<file path="src/rtl/sdram_to_fifo_wr_controller.sv">
// Purpose : moves one 512-word block from the SDRAM read stream into the output FIFO write port.
// Latency : one cycle from sdram_data/sdram_data_valid to fifo_data/wrreq. All outputs are registered.
// Backpres: fifo_rx_rdy requests a block only when the FIFO has room for all of it. There is no
//           per-word stall: a word that arrives while wrfull is set is dropped and flagged.
//
// Ports:
//   clk, rst_n           single rising-edge clock, asynchronous active-low reset
//   wrusedw, wrfull      FIFO write-side fill level and full flag
//   fifo_rx_rdy          room for one block; request to the SDRAM read engine
//   sdram_tx_rdy         SDRAM engine accepts the request; block data follows
//   sdram_data(_valid)   SDRAM read data stream
//   fifo_data, wrreq     FIFO write port
//   block_done           one-cycle pulse after the last word of a block is written
//   blocks_written       completed block count, wraps at 16 bits
//   overflow_err         sticky: a word was dropped or arrived outside a transfer
module sdram_to_fifo_wr_controller #(
    parameter int DATA_WIDTH      = 16,
    parameter int USEDW_WIDTH     = 10,
    parameter int FIFO_DEPTH      = 1024,
    parameter int WORDS_PER_BLOCK = 512
) (
    input  logic                   clk,
    input  logic                   rst_n,
    input  logic [USEDW_WIDTH-1:0] wrusedw,
    input  logic                   wrfull,
    output logic                   fifo_rx_rdy,
    input  logic                   sdram_tx_rdy,
    input  logic [DATA_WIDTH-1:0]  sdram_data,
    input  logic                   sdram_data_valid,
    output logic [DATA_WIDTH-1:0]  fifo_data,
    output logic                   wrreq,
    output logic                   block_done,
    output logic [15:0]            blocks_written,
    output logic                   overflow_err
);

    localparam int CNT_W = $clog2(WORDS_PER_BLOCK);
    localparam int CMP_W = USEDW_WIDTH + 1;

    // One extra bit so the limit is representable even when FIFO_DEPTH
    // equals 2**USEDW_WIDTH.
    localparam logic [CMP_W-1:0] SPACE_LIMIT = CMP_W'(FIFO_DEPTH - WORDS_PER_BLOCK);
    localparam logic [CNT_W-1:0] LAST_WORD   = CNT_W'(WORDS_PER_BLOCK - 1);

    typedef enum logic [1:0] {
        IDLE = 2'd0,
        REQ  = 2'd1,
        XFER = 2'd2,
        DONE = 2'd3
    } state_t;

    state_t                  state_q;
    logic                    fifo_rx_rdy_q;
    logic [DATA_WIDTH-1:0]   fifo_data_q;
    logic                    wrreq_q;
    logic                    block_done_q;
    logic [15:0]             blocks_written_q;
    logic                    overflow_err_q;
    logic [CNT_W-1:0]        word_cnt_q;

    logic [CNT_W-1:0]        word_cnt_d;
    logic [15:0]             blocks_written_d;
    logic                    space_ok;
    logic                    last_word;

    assign space_ok         = !wrfull && ({1'b0, wrusedw} <= SPACE_LIMIT);
    assign word_cnt_d       = word_cnt_q + 1'b1;
    assign blocks_written_d = blocks_written_q + 16'd1;
    assign last_word        = (word_cnt_q == LAST_WORD);

    always_ff @(posedge clk or negedge rst_n) begin
        if (!rst_n) begin
            state_q          <= IDLE;
            fifo_rx_rdy_q    <= 1'b0;
            fifo_data_q      <= '0;
            wrreq_q          <= 1'b0;
            block_done_q     <= 1'b0;
            blocks_written_q <= '0;
            overflow_err_q   <= 1'b0;
            word_cnt_q       <= '0;
        end else begin
            // Write strobe and completion pulse are single-cycle by default.
            wrreq_q      <= 1'b0;
            block_done_q <= 1'b0;

            case (state_q)
                IDLE: begin
                    if (space_ok) begin
                        state_q       <= REQ;
                        fifo_rx_rdy_q <= 1'b1;
                    end
                end

                // Space is not re-checked here: nothing else writes the FIFO,
                // so the room seen in IDLE can only grow.
                REQ: begin
                    if (sdram_tx_rdy) begin
                        state_q       <= XFER;
                        fifo_rx_rdy_q <= 1'b0;
                    end
                end

                XFER: begin
                    if (sdram_data_valid) begin
                        if (!wrfull) begin
                            fifo_data_q <= sdram_data;
                            wrreq_q     <= 1'b1;
                        end else begin
                            overflow_err_q <= 1'b1;
                        end
                        // Dropped words still count: the SDRAM engine sends a
                        // fixed-length block regardless of what we keep.
                        if (last_word) begin
                            word_cnt_q <= '0;
                            state_q    <= DONE;
                        end else begin
                            word_cnt_q <= word_cnt_d;
                        end
                    end
                end

                DONE: begin
                    block_done_q     <= 1'b1;
                    blocks_written_q <= blocks_written_d;
                    state_q          <= IDLE;
                end

                default: begin
                    state_q <= IDLE;
                end
            endcase

            // Data outside a transfer (including alongside tx_rdy in REQ)
            // has nowhere to go; flag it.
            if (sdram_data_valid && (state_q != XFER)) begin
                overflow_err_q <= 1'b1;
            end
        end
    end

    assign fifo_rx_rdy    = fifo_rx_rdy_q;
    assign fifo_data      = fifo_data_q;
    assign wrreq          = wrreq_q;
    assign block_done     = block_done_q;
    assign blocks_written = blocks_written_q;
    assign overflow_err   = overflow_err_q;

endmodule

</file>
<file path="config.mk">
export PLATFORM = sky130hd
export DESIGN_NAME = sdram_to_fifo_wr_controller
export DESIGN_NICKNAME = d
export VERILOG_FILES = /design/src/rtl/sdram_to_fifo_wr_controller.sv
export SDC_FILE = /design/constraint.sdc
export NUM_CORES = 1
export LEC_CHECK = 0
export ABC_AREA = 1
export BUFFER_PORTS_ARGS = -buffer_cell sky130_fd_sc_hd__clkbuf_2
export CAP_MARGIN = 20
export CORE_MARGIN = 5
export CORE_UTILIZATION = 37
export DETAILED_ROUTE_END_ITERATION = 6
export PLACE_DENSITY = 0.58
export SLEW_MARGIN = 30
export SYNTH_ARGS = -nofsm -noshare
export SYNTH_HDL_FRONTEND = slang
export SYNTH_SLANG_ARGS = --single-unit
</file>
<file path="constraint.sdc">
create_clock -name clk -period 4.1 [get_ports clk]
set_input_delay 0.82 -clock clk [delete_from_list [all_inputs] [get_ports clk]]
set_output_delay 0.82 -clock clk [all_outputs]
set_load 0.05 [all_outputs]
</file>
==> results of run 1 <==
state kept, by name (all words and copies together), names as in the netlist:
register	count
block_done	1
blocks_written	16
fifo_data	16
fifo_rx_rdy	1
overflow_err	1
state_q	2
word_cnt_q	9
wrreq	1
metrics by stage:
stage | instance area [um^2] | setup WS, ns
after floorplan | 2180 | 2.46
after global placement | 2590 | 1.98
after detailed placement | 2590 | 1.95
after CTS | 2680 | 2.10
after global routing | 2680 | 1.91
final | 2680 | 2.18
path summary, 6_finish.rpt:
check	startpoint	to	slack, ns	cells after the start
max in group asynchronous	rst_n	fifo_data[3]	3.11	2
setup / recovery	state_q[0]	fifo_data[3]	2.18	7
hold / removal	blocks_written[15]	blocks_written[15]	0.47	1
hold reg to reg	blocks_written[15]	blocks_written[15]	0.47	1
setup reg to reg	state_q[0]	fifo_data[3]	2.18	7
min in group asynchronous	rst_n	blocks_written[11]	0.60	2
synth_stat cells:
cell      instances  share of area (%)
a21oi_1           6                1.4
and2_0            1               0.29
buf_4             1               0.34
buf_6             1               0.52
clkbuf_1          1               0.17
clkinv_1          1               0.17
dfrtp_1          47                 54
ha_1              7                4.0
inv_1            24                4.1
inv_2             5               0.86
nand2_1          91                 16
nand2_2           1               0.29
nand3_1           9                2.1
nand4_1           6                1.7
nor2_1           20                3.4
nor2_2            2               0.57
nor3_1            3               0.69
nor3_2            2               0.92
nor3_4            1               0.75
nor4_1            1               0.29
o21ai_0           1               0.23
o21ai_1           5                1.1
o21bai_1          1               0.34
xnor2_1           6                2.4
xor2_1            9                3.6
where the power goes:
group          internal (uW)  leakage [uW]  switching, uW
clock                    138     0.0000484            150
sequential               604      0.000594            105
combinational            202      0.000845            625
critical path, cell delays in order (launching register included):
cell and delay (ns):
dfrtp_1 0.42, inv_1 0.09, ha_1 0.22, inv_2 0.08, nor3_4 0.54, inv_2 0.27
nand2_1 0.11, nand2_1 0.06
logic make-up after synthesis:
group	count (synthesis)	share of synthesized area (%)
adders and majority gates	7	4.02
AOI/OAI and AO/OA	13	3.10
and+or+nand+nor	137	26.7
xor gates and xnor gates	15	6.03
buffers and inverters	33	6.20
DFF	47	54.0
per-layer routing:
layer  part of all wire, %  global-route usage, %  up-vias  wire [um]
met4                   1.3                   3.82        0         55
met5                     0                      0        -          0
met1                    44                   14.8      831       1850
met3                   8.0                   3.33        7        342
li1                      -                      -      917          -
met2                    47                   20.3       40       2000
area by class of cell:
type | instances | area, um^2 | area share, %
inverter | 30 | 113 | 4.20
timing repair buffer | 67 | 338 | 12.6
sequential | 47 | 1180 | 43.8
clock inverter | 1 | 8.76 | 0.326
multi-input combinational | 172 | 868 | 32.4
clock buffer | 7 | 86.3 | 3.22
tap | 75 | 93.8 | 3.50
cells in the final DEF (no fill, tap or decap):
| cell | Yosys | layout |
|---|---|---|
| ha_1 | 7 | 7 |
| inv_1 | 24 | 24 |
| nor3_2 | 2 | 2 |
| clkbuf_2 | 0 | 66 |
| inv_2 | 5 | 5 |
| dfrtp_1 | 47 | 47 |
| buf_4 | 1 | 1 |
| clkbuf_8 | 0 | 6 |
| nand2_2 | 1 | 1 |
| xnor2_1 | 6 | 6 |
| o21ai_1 | 5 | 5 |
| o21bai_1 | 1 | 1 |
| clkbuf_1 | 1 | 1 |
| nor2_1 | 20 | 20 |
| nand3_1 | 9 | 9 |
| xor2_1 | 9 | 9 |
| nor2_2 | 2 | 2 |
| nor3_4 | 1 | 1 |
| and2_0 | 1 | 1 |
| nor3_1 | 3 | 3 |
| clkinv_1 | 1 | 1 |
| nand4_1 | 6 | 6 |
| nand2_1 | 91 | 91 |
| nor4_1 | 1 | 1 |
| clkinv_4 | 0 | 1 |
| a21oi_1 | 6 | 6 |
| o21ai_0 | 1 | 1 |
==> metrics.yaml, run 1 <==
outcome: "complete, no violations"
htreeDepth: 2
fin_worst_skew_ns: 0.00585
ys_ff_latch: 47
final_cell_count_no_fill: 399
fin_crit_sh_pct: 46.9
insertion_delay_ns: 0.29
worstPathArrival_ns: 2.11
placementRows: 28
cts.path.max_buffers: 2
post_cts_buffers: 0
pin_count: 67
drive_above_1_share_pct: 26.2
place_congestion: 0.782
cts_buffers: 5
setup_viol: 0
routed_wl_um: 4250
die_w_um: 86.8
grt_pass1_vias: 1713
num-fill-cells: 587
postRouteAntennaNets: 0
cts_tree: "done"
leakagePower_uw: 0.00149
clk_pin_slew_ns: 0.09
drc: 0
utilization_pct: 46.1
min_period_ns: 1.92
crit_required_ns: 4.28
cts_root_buffer: "clkbuf_8"
fin_nets: 361
dr.first_iter.drc_count: 58
wl_per_cell_um: 10.7
fmax_mhz: 520
end_kind: "flip-flop"
power_uw: 1820
worst-setup-path-type: "reg -> reg"
rsz0062_at_grt: "false"
grt_util_all_layers_pct: 12.0
dr.pass1.iters: 4
grt_max_degree: 48
grt_overflow: 0
timing.hold.ws_ns: 0.470
vias: 1795
syn_nets: 290
cts_sinks: 47
antenna_found_initial: 0
dpl.hpwl_um: 3240
critPathMaxFanout: 18
core_area_um2: 5820
worst_hold_path_type: "reg -> reg"
dieArea_um2: 7530
power.density_nw_per_um2: 680
ys.warnings.count: 0
initial_core_util_pct: 37.5
maxSlewViolCount: 0
cts_resized: 0
hold_buffers: 0
diodes: 0
max_slew_margin_pct: 58.0
synth.avg_cell_area_um2: 8.65
ys_types: 25
die_h_um: 86.8
worst_slew_pin_slew_ns: 0.628
worstSetupStartpointType: "flip-flop"
ys_seq_area_share_pct: 54.0
viasPerCell: 4.50
grt_first_pass_wirelength_um: 7320
dpl.cell_count: 391
synth_area_um2: 2180
maxCapViolCount: 0
tns_ns: 0
io_buffers: 66
vdd_ir_drop_max_mv: 0.357
areaGrowthSynthToFinish_pct: 23.1
syn-instance-count: 252
hold_violations: 0
Note: power is estimated with default switching activity, not from simulation.
==> inputs of run 2 (changes only) <==
Clock period 4.1 ns to 1.8 ns, I/O delays scaled along.
==> run 2 against run 1 <==
Sequential share of layout area fell by 0.72 points. Clock skew rose by 0.0021 ns. Routed wire length rose by 3.1%. Total power rose by 130%. Clock power rose by 130%. Non-clock buffer count rose by 3. Fmax rose by 22%. Register-to-register slack got worse by 2.0 ns. Setup slack got worse by 2.0 ns. Via count fell by 1.6%. Cell area rose by 1.7%. Critical path type unchanged. Largest power group unchanged.
==> metrics.yaml, run 2 (synthesis results as in run 1) <==
vdd_ir_drop_max_mv: 0.723
maxCapViolCount: 0
fin_crit_sh_pct: 87.6
rsz0062_at_grt: "false"
end_kind: "flip-flop"
cts_tree: "done"
startpoint: "word_cnt_q[1]"
final_cell_count_no_fill: 402
timing.critical_path.mode_cell: "nand2_1"
routed_wl_um: 4390
drc: 0
antenna_found_initial: 0
fin_nets: 364
worst_hold_path_type: "in -> async"
placementRows: 28
dpl.hpwl_um: 3380
worst-setup-path-type: "reg -> reg"
pin_count: 67
crit_required_ns: 2.00
dr.pass1.iters: 5
dpl.cell_count: 393
outcome: "complete, no violations"
die_h_um: 86.8
cts_root_buffer: "clkbuf_8"
vias: 1767
tns_ns: 0
final_cell_mix: "91 x nand2_1, 66 x clkbuf_2, 47 x dfrtp_1, 23 x inv_1, 20 x nor2_1"
core_area_um2: 5820
cts_buffers: 5
grt_util_all_layers_pct: 12.2
cpPeakStageDelay_ns: 0.37
maxSlewViolCount: 0
layout_commonest_cell: "nand2_1"
drive_above_1_share_pct: 27.8
max_slew_margin_pct: 63.5
fmax_mhz: 634
leakagePower_uw: 0.00151
io_buffers: 66
fin_worst_skew_ns: 0.00791
worstSetupStartpointType: "flip-flop"
cts.path.max_buffers: 2
grt_max_degree: 28
critPathMaxFanout: 3
setup_viol: 0
areaGrowthSynthToFinish_pct: 25.2
min_period_ns: 1.58
insertion_delay_ns: 0.30
power.density_nw_per_um2: 1550
r2r-start: "word_cnt_q[1]"
hold_violations: 0
cts_sinks: 47
clk_pin_slew_ns: 0.09
diodes: 0
path_cells: "ha_1 -> inv_1 -> nor4_2 -> ha_1 -> nand2_1 -> nand2_1 -> o21ai_0 -> inv_2 -> nand2_1 -> nand2_1 -> nand2_1"
die_w_um: 86.8
wl_per_cell_um: 10.9
grt_first_pass_wirelength_um: 7280
grt_pass1_vias: 1648
dr.first_iter.drc_count: 66
initial_core_util_pct: 37.5
worst_slew_pin_slew_ns: 0.548
worstPathArrival_ns: 1.77
htreeDepth: 2
postRouteAntennaNets: 0
slowest_stage: "dfrtp_1"
viasPerCell: 4.40
grt_overflow: 0
dieArea_um2: 7530
place_congestion: 0.765
## run 2: cell type report
| class | count | area, um^2 |
|---|---|---|
| Clock buffer | 6 | 82.6 |
| Clock inverter | 2 | 16.3 |
| Fill cell | 604 | 3090 |
| Inverter | 30 | 113 |
| Multi-Input combinational cell | 172 | 875 |
| Sequential cell | 47 | 1180 |
| Tap cell | 75 | 93.8 |
| Timing Repair Buffer | 70 | 373 |
## run 2: power breakdown
group	internal [uW]	switching, uW	leakage, uW	total, uW
clock	314	357	0.0000474	670
combinational	490	1460	0.000866	1950
sequential	1380	226	0.000594	1600
## run 2: final timing paths
check,end,slack (ns),cells past startpoint
setup reg to reg,state_q[1],0.22,11
hold / removal,blocks_written[10],0.02,1
min in group clk,fifo_data[2],0.26,3
hold reg to reg,blocks_written[15],0.47,1
max in group asynchronous,fifo_data[12],1.24,2
setup / recovery,state_q[1],0.22,11
## run 2: per-layer routing
layer  vias to the layer above  share of wire, %  routed length [um]  GRT usage [%]
li1                        927                 -                   -              -
met1                       798                47                2060           16.1
met2                        36                45                1980           18.8
met3                         6               6.7                 292           4.09
met4                         0               1.2                  53           4.25
met5                         -                 0                   0              0
## run 2: metrics by stage
step	utilization, %	hold WS (ns)	instance area (um^2)	total power (uW)	worst slack [ns]
after floorplan	-	0.0644	2180	3080	0.158
after global placement	45.0	0.375	2620	3550	0.132
after detailed placement	45.0	0.374	2620	3570	0.0902
after CTS	46.7	0.0249	2720	4260	0.0795
after global routing	46.9	0.0498	2730	4520	0.00922
final	46.9	0.0198	2730	4220	0.223
## run 2: what timing repair did
| item | in CTS | in global routing |
|---|---|---|
| setup buffers | 0 | 1 |
| setup endpoints to repair | 0 | 7 |
| resized for setup | 0 | 2 |
| hold buffers | 0 | 0 |
## run 2: critical path, delay by kind of cell (launching register included)
| kind | cells | cell delay (ns) |
|---|---|---|
| flops | 1 | 0.37 |
| simple gates | 6 | 0.52 |
| compound gates | 1 | 0.09 |
| buf+inv | 2 | 0.14 |
| fa+ha+maj | 2 | 0.36 |
